`src/rtl/sponge_feeder_pkg.sv`:
```
// rtl/sponge_feeder_pkg.sv - shared constants, mode encoding and state enum for the sponge feeder
package sponge_feeder_pkg;

  localparam int BLOCK_BYTES = 128;
  localparam int BLOCK_BITS  = 1024;
  localparam int DIGEST_BITS = 512;

  localparam logic MODE_SHAKE128 = 1'b0;
  localparam logic MODE_SHAKE256 = 1'b1;

  typedef enum logic [2:0] {
    ST_IDLE,
    ST_FILL,
    ST_SEND,
    ST_WAIT_DONE,
    ST_DRAIN
  } feeder_state_e;

endpackage

```
`src/rtl/sponge_feeder_if.sv`:
```
// rtl/sponge_feeder_if.sv - byte input, core block/digest handshake and digest word output bundle
interface sponge_feeder_if;
  import sponge_feeder_pkg::*;

  logic [7:0]             s_data;
  logic                   s_valid;
  logic                   s_last;
  logic                   s_ready;
  logic                   cfg_mode;
  logic [BLOCK_BITS-1:0]  h_din;
  logic [6:0]             h_byte_len;
  logic                   h_valid;
  logic                   h_last;
  logic                   h_mode;
  logic                   h_ack;
  logic [DIGEST_BITS-1:0] h_dout;
  logic                   h_done;
  logic [63:0]            m_data;
  logic                   m_valid;
  logic                   m_last;
  logic                   m_ready;
  logic                   busy;

  modport master (
    input  s_data, s_valid, s_last, cfg_mode, h_ack, h_dout, h_done, m_ready,
    output s_ready, h_din, h_byte_len, h_valid, h_last, h_mode, m_data, m_valid, m_last, busy
  );

  modport slave (
    output s_data, s_valid, s_last, cfg_mode, h_ack, h_dout, h_done, m_ready,
    input  s_ready, h_din, h_byte_len, h_valid, h_last, h_mode, m_data, m_valid, m_last, busy
  );

endinterface

```
`src/rtl/sponge_feeder_digest_serializer.sv`:
```
// rtl/sponge_feeder_digest_serializer.sv - holds the 512-bit digest and unloads it as 64-bit words
module digest_serializer
  import sponge_feeder_pkg::*;
#(
  parameter int WORDS = 8
) (
  input  logic                   clk,
  input  logic                   rst_n,
  input  logic                   load,
  input  logic [DIGEST_BITS-1:0] din,
  input  logic                   m_ready,
  output logic [63:0]            m_data,
  output logic                   m_valid,
  output logic                   m_last,
  output logic                   drained
);

  localparam logic [2:0] LAST_IDX = 3'(WORDS - 1);

  logic [DIGEST_BITS-1:0] digest_q, digest_d;
  logic [2:0]             idx_q, idx_d;
  logic                   valid_q, valid_d;
  logic                   at_last;

  always_comb begin
    digest_d = digest_q;
    idx_d    = idx_q;
    valid_d  = valid_q;
    at_last  = (idx_q == LAST_IDX);
    drained  = valid_q && m_ready && at_last;
    if (load) begin
      digest_d = din;
      idx_d    = 3'd0;
      valid_d  = 1'b1;
    end else if (valid_q && m_ready) begin
      if (at_last) begin
        valid_d = 1'b0;
        idx_d   = 3'd0;
      end else begin
        idx_d = idx_q + 3'd1;
      end
    end
  end

  always_ff @(posedge clk or negedge rst_n) begin
    if (!rst_n) begin
      digest_q <= '0;
      idx_q    <= 3'd0;
      valid_q  <= 1'b0;
    end else begin
      digest_q <= digest_d;
      idx_q    <= idx_d;
      valid_q  <= valid_d;
    end
  end

  assign m_data  = digest_q[{idx_q, 6'b000000} +: 64];
  assign m_valid = valid_q;
  assign m_last  = valid_q && at_last;

endmodule

```
`src/rtl/sponge_feeder.sv`:
```
// rtl/sponge_feeder.sv - packs a byte stream into 1024-bit sponge blocks and streams the digest back out
module sponge_feeder
  import sponge_feeder_pkg::*;
#(
  parameter int DIGEST_WORDS = 8
) (
  input logic             clk,
  input logic             rst_n,
  sponge_feeder_if.master bus
);

  feeder_state_e         state_q, state_d;
  logic [7:0]            cnt_q, cnt_d;
  logic [BLOCK_BITS-1:0] buf_q, buf_d;
  logic [6:0]            byte_len_q, byte_len_d;
  logic                  last_q, last_d;
  logic                  mode_q, mode_d;
  logic                  pend_empty_q, pend_empty_d;
  logic                  s_ready_q, s_ready_d;
  logic                  accept;
  logic [7:0]            new_cnt;
  logic                  digest_load;
  logic                  drain_done;

  always_comb begin
    state_d      = state_q;
    cnt_d        = cnt_q;
    buf_d        = buf_q;
    byte_len_d   = byte_len_q;
    last_d       = last_q;
    mode_d       = mode_q;
    pend_empty_d = pend_empty_q;
    digest_load  = 1'b0;
    accept       = bus.s_valid && s_ready_q;
    new_cnt      = cnt_q + 8'd1;

    case (state_q)
      ST_IDLE, ST_FILL: begin
        if (accept) begin
          if (state_q == ST_IDLE) mode_d = bus.cfg_mode;
          buf_d[{cnt_q[6:0], 3'b000} +: 8] = bus.s_data;
          cnt_d   = new_cnt;
          state_d = ST_FILL;
          // A message ending exactly on a block boundary still needs an empty final block.
          if (new_cnt == 8'(BLOCK_BYTES)) begin
            state_d      = ST_SEND;
            last_d       = 1'b0;
            byte_len_d   = 7'd0;
            pend_empty_d = bus.s_last;
          end else if (bus.s_last) begin
            state_d    = ST_SEND;
            last_d     = 1'b1;
            byte_len_d = new_cnt[6:0];
          end
        end
      end
      ST_SEND: begin
        if (bus.h_ack) begin
          buf_d      = '0;
          cnt_d      = 8'd0;
          byte_len_d = 7'd0;
          last_d     = 1'b0;
          if (last_q) begin
            state_d = ST_WAIT_DONE;
          end else if (pend_empty_q) begin
            last_d       = 1'b1;
            pend_empty_d = 1'b0;
          end else begin
            state_d = ST_FILL;
          end
        end
      end
      ST_WAIT_DONE: begin
        if (bus.h_done) begin
          digest_load = 1'b1;
          state_d     = ST_DRAIN;
        end
      end
      ST_DRAIN: begin
        if (drain_done) state_d = ST_IDLE;
      end
      default: state_d = ST_IDLE;
    endcase

    s_ready_d = (state_d == ST_IDLE) || (state_d == ST_FILL);
  end

  // s_ready is registered so it stays low while reset is held.
  always_ff @(posedge clk or negedge rst_n) begin
    if (!rst_n) begin
      state_q      <= ST_IDLE;
      cnt_q        <= 8'd0;
      buf_q        <= '0;
      byte_len_q   <= 7'd0;
      last_q       <= 1'b0;
      mode_q       <= MODE_SHAKE128;
      pend_empty_q <= 1'b0;
      s_ready_q    <= 1'b0;
    end else begin
      state_q      <= state_d;
      cnt_q        <= cnt_d;
      buf_q        <= buf_d;
      byte_len_q   <= byte_len_d;
      last_q       <= last_d;
      mode_q       <= mode_d;
      pend_empty_q <= pend_empty_d;
      s_ready_q    <= s_ready_d;
    end
  end

  assign bus.s_ready    = s_ready_q;
  assign bus.h_din      = buf_q;
  assign bus.h_byte_len = byte_len_q;
  assign bus.h_valid    = (state_q == ST_SEND);
  assign bus.h_last     = last_q;
  assign bus.h_mode     = mode_q;
  assign bus.busy       = (state_q != ST_IDLE);

  digest_serializer #(
    .WORDS (DIGEST_WORDS)
  ) u_digest_serializer (
    .clk     (clk),
    .rst_n   (rst_n),
    .load    (digest_load),
    .din     (bus.h_dout),
    .m_ready (bus.m_ready),
    .m_data  (bus.m_data),
    .m_valid (bus.m_valid),
    .m_last  (bus.m_last),
    .drained (drain_done)
  );

endmodule

```
`src/flat_wrapper.sv`:
```
// flat-port wrapper written by rule: the top's interface ports become plain ports
module sponge_feeder_flat import sponge_feeder_pkg::*;
#(
  parameter int DIGEST_WORDS = 8
)
  (clk, rst_n, bus_s_data, bus_s_valid, bus_s_last, bus_cfg_mode, bus_h_ack, bus_h_dout, bus_h_done, bus_m_ready, bus_s_ready, bus_h_din, bus_h_byte_len, bus_h_valid, bus_h_last, bus_h_mode, bus_m_data, bus_m_valid, bus_m_last, bus_busy);
  sponge_feeder_if bus_i ();
  input logic clk;
  input logic rst_n;
  input wire logic [$bits(bus_i.s_data)-1:0] bus_s_data;
  input wire logic [$bits(bus_i.s_valid)-1:0] bus_s_valid;
  input wire logic [$bits(bus_i.s_last)-1:0] bus_s_last;
  input wire logic [$bits(bus_i.cfg_mode)-1:0] bus_cfg_mode;
  input wire logic [$bits(bus_i.h_ack)-1:0] bus_h_ack;
  input wire logic [$bits(bus_i.h_dout)-1:0] bus_h_dout;
  input wire logic [$bits(bus_i.h_done)-1:0] bus_h_done;
  input wire logic [$bits(bus_i.m_ready)-1:0] bus_m_ready;
  output wire logic [$bits(bus_i.s_ready)-1:0] bus_s_ready;
  output wire logic [$bits(bus_i.h_din)-1:0] bus_h_din;
  output wire logic [$bits(bus_i.h_byte_len)-1:0] bus_h_byte_len;
  output wire logic [$bits(bus_i.h_valid)-1:0] bus_h_valid;
  output wire logic [$bits(bus_i.h_last)-1:0] bus_h_last;
  output wire logic [$bits(bus_i.h_mode)-1:0] bus_h_mode;
  output wire logic [$bits(bus_i.m_data)-1:0] bus_m_data;
  output wire logic [$bits(bus_i.m_valid)-1:0] bus_m_valid;
  output wire logic [$bits(bus_i.m_last)-1:0] bus_m_last;
  output wire logic [$bits(bus_i.busy)-1:0] bus_busy;
  assign bus_i.s_data = bus_s_data;
  assign bus_i.s_valid = bus_s_valid;
  assign bus_i.s_last = bus_s_last;
  assign bus_i.cfg_mode = bus_cfg_mode;
  assign bus_i.h_ack = bus_h_ack;
  assign bus_i.h_dout = bus_h_dout;
  assign bus_i.h_done = bus_h_done;
  assign bus_i.m_ready = bus_m_ready;
  assign bus_s_ready = bus_i.s_ready;
  assign bus_h_din = bus_i.h_din;
  assign bus_h_byte_len = bus_i.h_byte_len;
  assign bus_h_valid = bus_i.h_valid;
  assign bus_h_last = bus_i.h_last;
  assign bus_h_mode = bus_i.h_mode;
  assign bus_m_data = bus_i.m_data;
  assign bus_m_valid = bus_i.m_valid;
  assign bus_m_last = bus_i.m_last;
  assign bus_busy = bus_i.busy;
  sponge_feeder #(.DIGEST_WORDS(DIGEST_WORDS)) u_core (.clk(clk), .rst_n(rst_n), .bus(bus_i));
endmodule
```
`config.mk`:
```
export PLATFORM = sky130hd
export DESIGN_NAME = sponge_feeder_flat
export DESIGN_NICKNAME = d
export VERILOG_FILES = /design/src/rtl/sponge_feeder_pkg.sv /design/src/rtl/sponge_feeder_if.sv /design/src/rtl/sponge_feeder_digest_serializer.sv /design/src/rtl/sponge_feeder.sv /design/src/flat_wrapper.sv
export SDC_FILE = /design/constraint.sdc
export NUM_CORES = 2
export LEC_CHECK = 0
export CAP_MARGIN = 30
export CORE_AREA = 8 8 634 636
export CTS_BUF_LIST = sky130_fd_sc_hd__clkbuf_16
export CTS_CLUSTER_DIAMETER = 50
export DETAILED_ROUTE_END_ITERATION = 10
export DIE_AREA = 0 0 642 644
export GPL_TIMING_DRIVEN = 0
export SYNTH_ARGS = -nofsm -noshare
export SYNTH_HDL_FRONTEND = slang
export SYNTH_HIERARCHICAL = 1
export SYNTH_SLANG_ARGS = --single-unit
```
`constraint.sdc`:
```
create_clock -name clk -period 4.4 [get_ports clk]
set_input_delay 0.66 -clock clk [delete_from_list [all_inputs] [get_ports clk]]
set_output_delay 0.66 -clock clk [all_outputs]
set_load 0.01 [all_outputs]
```
# Word level (Yosys, flattened, before mapping)
# Index checks and enable logic that the tools add are counted.
dict set report classes {
  add_sub_neg 3
  n_mul 0
  shift 3
  n_mux 41
  eq_ne 12
  n_reduce_logical 17
  n_lt_le_gt_ge 0
  bitwise_logic 0
  div_mod_pow 0
}
# op count
set ops {}
lappend ops {{2-to-1 mux 1024 bit} 2}
lappend ops {{one-hot mux 1024 bit (2 select lines)} 1}
lappend ops {{bitwise mux 1024 bit} 1}
lappend ops {{variable shift 8 x 12 -> 1024 bit (first input constant)} 1}
lappend ops {{variable part select 8 x 12 -> 1024 bit} 1}
lappend ops {{variable part select 512 x 10 -> 64 bit} 1}
lappend ops {{2-to-1 mux 3 bit} 10}
lappend ops {{2-to-1 mux 7 bit} 4}
lappend ops {{2-to-1 mux 8 bit} 2}
lappend ops {{one-hot mux 8 bit (2 select lines)} 1}
lappend ops {{2-to-1 mux 1 bit} 15}
lappend ops {{one-hot mux 7 bit (2 select lines)} 1}
lappend ops {{negation 10 -> 12 bit} 1}
lappend ops {{one-hot mux 3 bit (4 select lines)} 1}
lappend ops {{adder 8 x 1 -> 8 bit (second input constant)} 1}
lappend ops {{== test 8 bit (second input constant)} 1}
lappend ops {{== test 3 x 1 -> 1 bit (second input constant)} 2}
lappend ops {{== test 3 x 2 -> 1 bit (second input constant)} 2}
lappend ops {{== test 3 bit (second input constant)} 2}
lappend ops {{zero test 3 bit} 2}
lappend ops {{AND reduction 3 bit} 2}
lappend ops {{nonzero test 2 bit} 3}
lappend ops {{AND reduction 5 bit} 1}
lappend ops {{logical AND 1 bit} 4}
lappend ops {{11 further kinds} 14}
dict set report word_totals {
  memories 0
  mem_bits_ro 0
  latchBits 0
  reg_bits 1562
  in_bits 528
  ramBits 0
}

# Longest topological paths before layout
dict set report depth {
  word_depth 7
  depth_mapped 12
}

# By module
# Netlist, hierarchy kept.
# module cells_each n_inst area_each_um2
set modules_own_cells {}
lappend modules_own_cells {sponge_feeder 3931 1 45078.2}
lappend modules_own_cells {digest_serializer 1329 1 22870.7}

# Worst setup path before layout
# Ideal clock, no wire load.
dict set report synth_timing {
  kind {flip-flop to flip-flop}
  from {register u_core.cnt_q[0]}
  to {register u_core.buf_q[648], in the netlist u_core/bus.h_din[648]}
  period_less_slack_ns 3.198
  arrival_ns 3.053
  n_path_buf 5
  stages_incl_launch_ff 12
  path_slack_ns 1.202
  setup_time_ns 0.145
  path_cell_list {dfrtp_1 > clkbuf_1 > inv_1 > ha_1 > buf_2 > xnor2_1 > clkbuf_1 > buf_2 > nand2_1 > clkbuf_1 > nor3_1 > o21ai_0}
}
dict set report synth_via {
  elab_chain_len 5
  word_cells_on_any_way 6
  cone_classes {1 x add/sub; 2 x shift; 3 x mux}
}
# item line
set synth_lines {}
lappend synth_lines {{start, declared} sponge_feeder.sv:13} ;# logic [7:0] cnt_q, cnt_d;
lappend synth_lines {{start signal, assigned} sponge_feeder.sv:101} ;# cnt_q <= cnt_d;
lappend synth_lines {{negation 10 -> 12 bit *} sponge_feeder.sv:41} ;# buf_d[{cnt_q[6:0], 3'b000} +: 8] = bus.s_data;
lappend synth_lines {{variable part select 8 x 12 -> 1024 bit / variable shift 8 x 12 -> 1024 bit (equally long branches)} sponge_feeder.sv:41}
lappend synth_lines {{bitwise mux 1024 bit *} sponge_feeder.sv:41}
lappend synth_lines {{2-to-1 mux 1024 bit *} sponge_feeder.sv:39} ;# if (accept) begin
lappend synth_lines {{one-hot mux 1024 bit (2 select lines) *} sponge_feeder.sv:37} ;# case (state_q)
lappend synth_lines {{end signal, assigned} sponge_feeder.sv:102} ;# buf_q <= buf_d;
lappend synth_lines {{end, declared} sponge_feeder.sv:14} ;# logic [BLOCK_BITS-1:0] buf_q, buf_d;
# Every way passes the cells marked *; elsewhere a longest branch is shown, timed or not. The select of a mux whose other input is x is not followed.
# A chain may end at the register's enable or synchronous reset.

# Worst setup path in the final report
dict set report layout_timing {
  from {register u_core.cnt_q[0]}
  to {register u_core.buf_q[46], in the netlist u_core/bus.h_din[46]}
}
# Same word-level chain as after synthesis.

==> results.txt <==
From bottom edge to top edge, the die measures 644 um. The tools report the number of slew-limit violations in the final report as 0. The width of the chip came out at 642 um. The cell accounting for the most synthesized area was dfrtp_1.

The final non-filler cell total is 12800, and the initial core utilization is 0.174. In this run the tool buffered the top-level ports with 1626 buffer cells. The run gives 0.232 as the overall fraction of global-route tracks in use. The CTS clock-pin slew for the worst setup and hold paths came out at 60 ps. The mean routed wirelength per cell is 39.2 um. Counting distinct cell types in the post-synthesis netlist gives 84. The fraction of final layout cells with drive strength greater than 1 is 0.226.

The logs give 0 for the max-cap check violation count and 8 for the number of search-and-repair iterations in the first detailed-routing pass. The average cell area after synthesis works out to 12.9 um^2. Number of cells after detailed placement: 12300. The top-area cell type share of the netlist area was 0.575; the time the worst path needs with I/O delays and setup was 4420 ps. The run gives 0.413 mm^2 as the area enclosed by the die boundary.

The detail route stage leaves a number of antenna-violating nets equal to 0. Dividing the detail-routed via count by the number of cells gives 4.85. Counting instances in the post-synthesis netlist gives the leading cell types as 1562 x dfrtp_1, 577 x mux2_2, 552 x nand2_1. The number of filler cells placed in the layout was 41000. The clock drives 1562 sinks. STA classifies the critical path endpoint as a register.

The net load switching power is 31.9 mW, and the final period utilization is 1.01. The run gives 5200 ps as the required time at the worst-slack endpoint. The tools report the buffer cell driving the clock tree root as clkbuf_16. Across the routed clock network, the largest skew measured is 73.7 ps. Entering global routing, the biggest net connects 171 pins. The logs give 5795 for the number of nets in the synthesized netlist and 0 for the leftover overflow at the end of global routing. The worst hold path belongs to the class input pin to async pin. TritonCTS built the clock tree. At the pin with the least slew margin, the transition time is 1100 ps. The worst setup path is launched from a register. The switching part of the total works out to 0.437.

The most used flip-flop cell after synthesis is dfrtp_1. Routability-driven placement finished with a final weighted congestion of 0.931. The run gives -23.1 ps as the setup slack of the critical path after layout.

The critical path is of the register to register type. The sequential share of power was 0.293; the number of nets at the end of the flow was 7853. The checks that failed: setup timing. Yosys attributes the largest share of cell area to dfrtp_1 58%, mux2_2 9.6%, a32o_1 6.1%. The logs give 5230 ps for the data arrival time of the worst path and 0.391 mm^2 for the placeable core area.

The final wirelength is 501 mm, and the highest ir drop seen on vdd is 0.446 mV. The logs give 0.575 for the sequential cell area fraction in the yosys report and 0.273 for the power share of the clock group. Setup repair after global routing could not meet its margin everywhere. The logs give 5260 for the number of standard cells after synthesis and 41.1 mW for the internal power summed over all cells. The clock latency on the worst-skew pair is 950 ps. The half-perimeter wire length of the detailed placement result is 414 mm. The number of enable flip-flop cells after synthesis works out to 0. Among all cell types in the netlist, the one instantiated most often is dfrtp_1. The final hold violation count is 0, and the total CTS buffers is 245. The logs give 0.265 for the remaining max-slew budget at the tightest pin and 643 mm for the wire length of the first global-routing pass.

The tools report the via count of the first global-routing pass as 61300. For the number of rows created at floorplan, the log shows 230. Setup violations remaining at the end of the flow were counted as 9. The tools report the count of yosys warnings during synthesis as 6.

The tools report the initial antenna violation count as 92. CTS built an H-tree with a depth of 4. The cell area that synthesis handed to floorplanning was 0.0679 mm^2. Total power density per cell area: 711 mW/mm^2. The detailed router placed 62000 vias in this run. The run finished, with violations left. In the routed design, unresolved DRC markers number 0. The final core utilization was 0.262. The upper clock frequency limit was 226 MHz. After synthesis the netlist holds a flip-flop and latch count of 1562.

The run gives 0.433 as the share of power burned in combinational logic. For the number of primary I/O pins, the log shows 1630. The first routing iteration left 6835 violations. The share of synthesized registers carrying an async set or reset is 1.00. Along the worst path, the maximum fanout reaches 11.

In this run the static leakage power is 40.4 nW. The layout-stage area growth over the synthesis result works out to 51.1%. No sink is reached through more buffers than the 4 on the longest clock path.
## final timing paths
path                                  startpoint                                        to  slack, ps  cells past startpoint
max reg2reg                      u_core/cnt_q[0]                      u_core/bus.h_din[46]        -20                     13
min                                        rst_n  u_core/u_digest_serializer/digest_q[483]        210                      2
min reg2reg                u_core/bus.h_din[763]                     u_core/bus.h_din[763]        490                      1
max in group asynchronous                  rst_n                     u_core/bus.h_din[406]        930                      6
max                              u_core/cnt_q[0]                      u_core/bus.h_din[46]        -20                     13
min in group clk                 bus_h_dout[497]  u_core/u_digest_serializer/digest_q[497]        300                      2
## sequential cells by signal, indices dropped and copies added (netlist names)
signal	flops
u_core/bus.h_din	1024
u_core/bus.h_mode	1
u_core/bus.s_ready	1
u_core/pend_empty_q	1
u_core/bus.h_byte_len	7
u_core/state_q	3
u_core/cnt_q	8
u_core/u_digest_serializer/idx_q	3
u_core/bus.h_last	1
u_core/u_digest_serializer/digest_q	512
u_core/u_digest_serializer/m_valid	1
## power groups by stage
stage          clock [mW]  combinational (mW)  sequential, mW
3_5_place_dp            0                31.2            21.6
5_1_grt              20.9                32.7            21.7
3_3_place_gp            0                29.5            21.7
2_1_floorplan           0                13.3            20.0
6_report             20.0                31.6            21.4
4_1_cts              20.3                31.6            21.4
## per-stage QoR
| stage | TNS, ps | instance area (um^2) | setup WS (ps) | hold WS [ps] | power [mW] |
|---|---|---|---|---|---|
| 3_5_place_dp | -917240 | 93500 | -2130 | 468 | 52.8 |
| 4_1_cts | 0 | 103000 | 4.31 | 78.3 | 73.4 |
| 3_3_place_gp | - | 90800 | -74670 | 472 | 51.2 |
| 5_1_grt | -15.3 | 103000 | -5.90 | 114 | 75.3 |
| 2_1_floorplan | 0 | 67900 | 1200 | 364 | 33.3 |
| 6_report | -111 | 103000 | -23.1 | 206 | 73.0 |
## critical path, cell delays in order (launching register included)
cell,delay [ps]
dfrtp_2,510
clkbuf_2,290
inv_2,200
ha_1,340
buf_4,260
o21ba_2,220
o21bai_1,410
buf_4,290
nand2_1,250
clkbuf_2,340
buf_8,220
clkbuf_1,380
buf_8,300
a32o_1,260
## cell usage in the layout (no fill, tap or decap), drive strengths merged, types with 15 or more instances in the layout
cell type	count
a21oi	38
clkinvlp	25
o211ai	137
a22o	137
nor2	75
clkdlybuf4s50	1611
inv	102
o21ai	121
or3	15
nand4	30
nand2	553
mux2	577
a32oi	122
a31oi	60
buf	321
diode	33
mux2i	31
o311ai	164
nor4	26
mux4	128
clkbuf	630
dfrtp	1562
and3	58
nand3	70
o2bb2ai	34
a32o	416
and2	33
bufinv	23
o32ai	16
nor3	78
o22ai	125
clkinv	78
## cell type report
type	instances	area (um^2)	area share
Timing Repair Buffer	1817	19000	0.185
Clock buffer	247	6180	0.0602
Sequential cell	1562	39100	0.381
Inverter	23	86.3	0.000841
Clock inverter	205	2140	0.0209
Multi-Input combinational cell	3155	27300	0.265
Buffer	514	2340	0.0228
Antenna cell	33	82.6	0.000804
Tap cell	5220	6530	0.0636
## metal layers
metal	track usage	wire, um	vias up
met5	0	204	-
met4	0.157	41600	32
met3	0.0555	38000	1053
met2	0.401	247000	3867
met1	0.251	175000	32200
li1	-	-	24800
## what timing repair did
action | in CTS | in global routing
buffers inserted | 11 | 0
pin swaps | 10 | 1
cloned | 0 | 0
endpoints found under the hold margin | 126 | 0
hold buffers | 1 | 0
setup endpoints to repair | 1066 | 179
resized for setup | 198 | 44
## cells by family (layout without fill, tap and decap cells)
family / after synthesis / in the layout / share of synthesized area
compound gates: 1435 / 1435 / 0.176
xor+xnor: 6 / 6 / 0.000774
fa+ha+maj: 7 / 7 / 0.00129
buf+inv: 543 / 2806 / 0.0328
flops: 1562 / 1562 / 0.575
mux: 736 / 736 / 0.143
other cells: 0 / 33 / 0
simple gates: 971 / 971 / 0.0716
Power figures use the tool's default switching activity.
